<file path="src/rtl/deco_pkg.sv">
// rtl/deco_pkg.sv - shared constants and helpers for the digit scan decoder
package deco_pkg;

    localparam int MAX_DIGITS       = 8;
    localparam int DEFAULT_PRESCALE = 100000;
    localparam int ACT_LOW          = 1;
    localparam int ACT_HIGH         = 0;

    // Width of a binary digit index, never below one bit
    function automatic int sel_width(input int n);
        return (n > 2) ? $clog2(n) : 1;
    endfunction

endpackage

</file>
<file path="src/rtl/deco_binario_n.sv">
// rtl/deco_binario_n.sv - combinational binary to one-hot decoder
module deco_binario_n
    import deco_pkg::*;
#(
    parameter int N     = MAX_DIGITS,
    parameter int SEL_W = sel_width(N)
) (
    input  logic [SEL_W-1:0] sel,
    input  logic             en,
    output logic [N-1:0]     y
);

    // One bit per legal code; codes >= N match nothing and give all zeros
    always_comb begin
        y = '0;
        for (int i = 0; i < N; i++) begin
            y[i] = en && (sel == SEL_W'(i));
        end
    end

endmodule

</file>
<file path="src/rtl/deco_scan_n.sv">
// rtl/deco_scan_n.sv - multiplexed digit scanner with prescaler and blanking
module deco_scan_n
    import deco_pkg::*;
#(
    parameter int  N_DIGITS   = 4,
    parameter int  PRESCALE   = DEFAULT_PRESCALE,
    parameter int  ACTIVE_LOW = ACT_LOW,
    localparam int SEL_W      = sel_width(N_DIGITS)
) (
    input  logic                clk,
    input  logic                rst_n,
    input  logic                en,
    input  logic [N_DIGITS-1:0] blank,
    output logic [SEL_W-1:0]    sel,
    output logic [N_DIGITS-1:0] onehot,
    output logic                tick
);

    localparam int CNT_W = (PRESCALE > 1) ? $clog2(PRESCALE) : 1;
    localparam logic [N_DIGITS-1:0] IDLE = (ACTIVE_LOW != 0) ? {N_DIGITS{1'b1}} : '0;

    logic [CNT_W-1:0]    cnt;
    logic [CNT_W-1:0]    cnt_nx;
    logic [SEL_W-1:0]    sel_nx;
    logic                adv;
    logic [N_DIGITS-1:0] dec_y;
    logic [N_DIGITS-1:0] strobe;

    // Prescaler terminal count advances the slot; sel wraps explicitly so
    // non-power-of-two digit counts never reach unused codes
    always_comb begin
        adv    = en && (cnt == CNT_W'(PRESCALE - 1));
        cnt_nx = cnt;
        sel_nx = sel;
        if (en) begin
            cnt_nx = adv ? '0 : cnt + 1'b1;
        end
        if (adv) begin
            sel_nx = (sel == SEL_W'(N_DIGITS - 1)) ? '0 : sel + 1'b1;
        end
    end

    deco_binario_n #(
        .N     (N_DIGITS),
        .SEL_W (SEL_W)
    ) u_dec (
        .sel (sel_nx),
        .en  (en),
        .y   (dec_y)
    );

    // Blanking only masks the strobe; slot timing is left untouched
    always_comb begin
        strobe = dec_y & ~blank;
    end

    // Register slot state and the polarity-adjusted strobe together
    always_ff @(posedge clk or negedge rst_n) begin
        if (!rst_n) begin
            cnt    <= '0;
            sel    <= '0;
            tick   <= 1'b0;
            onehot <= IDLE;
        end else begin
            cnt    <= cnt_nx;
            sel    <= sel_nx;
            tick   <= adv;
            onehot <= (ACTIVE_LOW != 0) ? ~strobe : strobe;
        end
    end

endmodule

</file>
<file path="config.mk">
export PLATFORM = sky130hd
export DESIGN_NAME = deco_scan_n
export DESIGN_NICKNAME = d
export VERILOG_FILES = /design/src/rtl/deco_pkg.sv /design/src/rtl/deco_binario_n.sv /design/src/rtl/deco_scan_n.sv
export SDC_FILE = /design/constraint.sdc
export NUM_CORES = 1
export LEC_CHECK = 0
export CAP_MARGIN = 40
export CELL_PAD_IN_SITES_DETAIL_PLACEMENT = 1
export CELL_PAD_IN_SITES_GLOBAL_PLACEMENT = 1
export CORE_UTILIZATION = 52
export DETAILED_ROUTE_END_ITERATION = 10
export DONT_BUFFER_PORTS = 1
export GPL_TIMING_DRIVEN = 0
export MAX_ROUTING_LAYER = met4
export PLACE_DENSITY = 0.8
export SLEW_MARGIN = 30
export SYNTH_ARGS = -nofsm -noshare
export SYNTH_HDL_FRONTEND = slang
export SYNTH_SLANG_ARGS = --single-unit
</file>
<file path="constraint.sdc">
create_clock -name clk -period 5.61 [get_ports clk]
set_input_delay 0.561 -clock clk [delete_from_list [all_inputs] [get_ports clk]]
set_output_delay 0.561 -clock clk [all_outputs]
set_load 0.01 [all_outputs]
</file>
**Yosys cells after proc, flatten, opt, wreduce, memory -nomap -nowiden**

Index checks and enable logic that the tools add are counted.

- Output and inout bits: 7
- Word-level logic and storage cells: 23
- Bits of input ports: 7
- Flip-flop bits (word level): 24

- Equal/unequal tests: 5
- Add/sub/neg operators: 2
- Reductions and logical operators: 6
- Bitwise operators: 3
- Mux-type cells: 3

Operator list:

| operator | number |
|---|---|
| 17-bit by 1-bit adder with 17-bit output (second input constant) | 1 |
| 17-bit == test (second input constant) | 1 |
| 17-bit 2-to-1 mux | 1 |
| 4-bit NOT | 2 |
| 2-bit == test (second input constant) | 3 |
| 1-bit logical AND | 5 |
| 4-bit bitwise AND | 1 |
| 2-bit 2-to-1 mux | 2 |
| 2-bit by 1-bit adder with 2-bit output (second input constant) | 1 |
| 2-bit by 1-bit == test with 1-bit output (second input constant) | 1 |
| 2-bit logical NOT | 1 |

**Depth between registers and ports, before layout**

- Word-level depth: 7
- Mapped depth: 7

**Hierarchy**

From an unflattened synthesis, not the netlist that was laid out.

- Cells, all modules: 100
- Area total of the unflattened synthesis: 1122.3 um2

By module, submodules not included:

| module | area each (um2) | sequential area each (um2) | times used | cells an instance |
|---|---|---|---|---|
| deco_scan_n | 1084.8 | 605.6 | 1 | 96 |
| deco_binario_n | 37.5 | 0.0 | 1 | 4 |

**Worst setup path before layout**

OpenSTA, ideal clock, no wires.

- Path type: register to register
- Start: reg cnt[12]
- End: reg sel[0]
- Cell stages (with the launch flop): 6
- Library setup time: 0.125 ns
- Data required time: 5.485 ns
- Arrival time: 1.804 ns
- Setup slack: 3.681 ns
- Period minus slack after synthesis: 1.929 ns
- Cells stage by stage: dfrtp_1 -> or4b_1 -> nor4_1 -> and4_1 -> buf_2 -> mux2_2

- Cells in the longest elaborated chain, start to end: 3

Ends and longest elaborated chain:

| what | RTL line | source |
|---|---|---|
| start, declared | deco_scan_n.sv:22 | `logic [CNT_W-1:0] cnt;` |
| start signal, assigned | deco_scan_n.sv:65 | `cnt <= cnt_nx;` |
| 17-bit == test | deco_scan_n.sv:32 | `adv = en && (cnt == CNT_W'(PRESCALE - 1));` |
| 1-bit logical AND | deco_scan_n.sv:32 |  |
| 2-bit 2-to-1 mux | deco_scan_n.sv:38 | `if (adv) begin` |
| via sel_nx[0] | deco_scan_n.sv:24 | `logic [SEL_W-1:0] sel_nx;` |
| end signal, assigned | deco_scan_n.sv:66 | `sel <= sel_nx;` |
| end, declared | deco_scan_n.sv:14 | `output logic [SEL_W-1:0] sel,` |

The timed path passes the listed nets, and every way through them passes these cells.
A chain may end at the register's enable or synchronous reset.

**Worst setup path after layout**

- Start: reg cnt[12]
- End: reg sel[1]

Same word-level chain as after synthesis.

==> results.toml <==
[finish]
regArea_um2 = 606
multi_input_area_um2 = 543
final_cells = 140
area_growth_pct = 5.50
n_antenna_cell = 0
final_cell_mix = "dfrtp_1 (20), xnor2_1 (10), nor2_1 (9), nand2_1 (6), nand3_1 (6)"
drive_gt1_frac = 0.177
nets = 123
final_common_cell = "dfrtp_1"
filler_cell_count = 227

[route]
finalWirelength_um = 2330
ant_nets = 0
viasPerCell = 5.81
first_pass_iters = 4
num_vias = 813
drc = 0
routedWlPerCell_um = 16.7
drt_iter0_drc = 4

[floorplanning]
num_rows = 16
die_h_um = 49.7
ioPinCount = 14
core_area_um2 = 2040
start_util = 0.580
dieArea_um2 = 2470
dieWidth_um = 49.7

[global_routing]
grt_antenna_before_repair = 0
grt_max_degree = 21
grt_pass1_wl_um = 4080
first_global_vias = 862
gr-total-overflow = 0
grt_use_total = 0.230

[clock_tree]
cts_tree = "done"
cts_root_buffer = "clkbuf_4"
post_cts_buffers = 0
clk_latency_ns = 0.32
cts_resized = 0
clock-sinks = 24
clockBufferDepth = 2
cts_buffers = 3
cts_hold_buf = 1
path_clk_slew_ns = 0.13
cts_htree_levels = 1

[worst_setup_path]
cp-end-kind = "flip-flop"
cp_max_fo = 7
cp.arrival_ns = 2.35
worstSetupPathType = "flip-flop to flip-flop"
startpoint_type = "flip-flop"
required_ns = 5.82

[power_and_ir_drop]
p_leak_uw = 0.000509
p_total_uw = 333
ir_drop_mv = 0.158
pwr_density_cell_nw_per_um2 = 267

[synth]
synth_fa_ha_area_frac = 0.0211
synth_compound_area_frac = 0.0328
synthesis.area_um2 = 1180
synth-seq-cells = 24
synth-xor-area-share = 0.0962
synthFlopType = "dfrtp_1"
synth_top_family_by_area = "simple AND/OR/NAND/NOR gates"
synthSimpleGateAreaFrac = 0.255
avgSynthCellArea_um2 = 11.0
syn-num-nets = 117
async_reset_ff_frac = 1.00
syn-instance-count = 108
yosysWarningCount = 0
synth_cell_types = 35
muxShareOfSynthArea = 0.0539
seq_area_frac_synth = 0.512
synth_edf_count = 0

[timing]
slew_headroom = 0.700
min_period_over_period = 0.382
worstMarginPinSlew_ns = 0.450
hold_violations = 0
fin_skew_ns = 0.00913
rsz0062_at_grt = "no"
max_freq_mhz = 466
slew_viol_final = 0
setup_viol = 0
fin_crit_ns = 2.14
setup_tns_ns = 0

[placed_design]
place_congestion = 0.832
placed_cells = 135
post-dp-hpwl_um = 1720
portBuffers = 0

[worst_hold_path]
hold_class = "input pin to asynchronous set/reset pin"

[run_status]
status = "completed"

[flow_run]
maxCapViolCount = 0
## cell type report
| type | instances | share of cell area |
|---|---|---|
| flip-flops and latches | 24 | 0.485 |
| multi-input cells | 76 | 0.435 |
| well taps | 27 | 0.0271 |
| clock buffers | 4 | 0.0210 |
| inverters | 5 | 0.0150 |
| plain buffers | 3 | 0.0130 |
| repair buffers | 1 | 0.00401 |
## worst max-delay path, cell delays in order (launching register included)
cell	delay, ns
dfrtp_1	0.46
or4b_1	0.54
nor4_1	0.24
and4_1	0.22
buf_2	0.21
mux2_2	0.36
## final timing paths
path / start / endpoint / slack, ns / depth (start not counted)
worst max-delay path: cnt[12] / sel[1] / 3.47 / 5
worst min-delay path: rst_n / onehot[0] / 0.06 / 0
worst max register to register: cnt[12] / sel[1] / 3.47 / 5
worst min register to register: cnt[4] / cnt[4] / 0.49 / 1
max in group asynchronous: rst_n / sel[0] / 5.13 / 1
min in group clk: blank[2] / onehot[2] / 0.44 / 2
## synth_stat cells, types with 2 or more instances
cell type	count	area (um2)
nand2_1	6	22.5
nor2_1	9	33.8
nand3_1	6	30.0
mux2i_1	3	30.0
xor2_1	3	26.3
nor3_1	5	25.0
xnor2_1	10	87.6
dfstp_2	4	105
nor4bb_1	4	40.0
nor4_1	2	12.5
inv_1	5	18.8
dfrtp_1	20	500
ha_1	2	25.0
nand2b_1	3	18.8
nand4_1	4	25.0
mux2_2	3	33.8
## where the power goes
| part | switching [uW] | leakage [uW] | internal (uW) |
|---|---|---|---|
| Combinational | 22.9 | 0.000182 | 19.1 |
| Clock | 50.6 | 0.0000150 | 27.8 |
| Sequential | 20.8 | 0.000312 | 192 |
| Total | 94.3 | 0.000509 | 239 |
## metrics by stage
stage	instance area [um2]	utilization	hold slack (ns)	worst slack, ns
floorplan	1180	-	0.265	3.68
global placement	1220	0.596	0.266	3.52
detailed placement	1220	0.596	0.266	3.48
CTS	1250	0.614	0.0457	3.46
global route	1250	0.612	0.0314	3.35
finish	1250	0.612	0.0588	3.47
## registers in the layout (all words and copies together), names as in the netlist
signal	cells
sel	2
cnt	17
onehot	4
tick	1
## cells by family (layout without fill, tap and decap cells)
family                   count (synthesis)  in the layout
buffers and inverters                    8             13
adder cells (fa/ha/maj)                  2              2
XOR/XNOR                                13             13
AO/OA/AOI/OAI                            6              6
multiplexers                             6              6
flip-flops                              24             24
AND/OR/NAND/NOR                         49             49
## layer usage
| metal | routed length (um) | global-route usage | up-vias | share of wire |
|---|---|---|---|---|
| met5 | 0 | - | - | 0 |
| met2 | 1160 | 0.365 | 14 | 0.50 |
| met3 | 63 | 0.0340 | 4 | 0.027 |
| li1 | - | - | 391 | - |
| met4 | 36 | 0.0857 | 0 | 0.015 |
| met1 | 1070 | 0.299 | 404 | 0.46 |
Note: power is estimated with default switching activity, not from simulation.
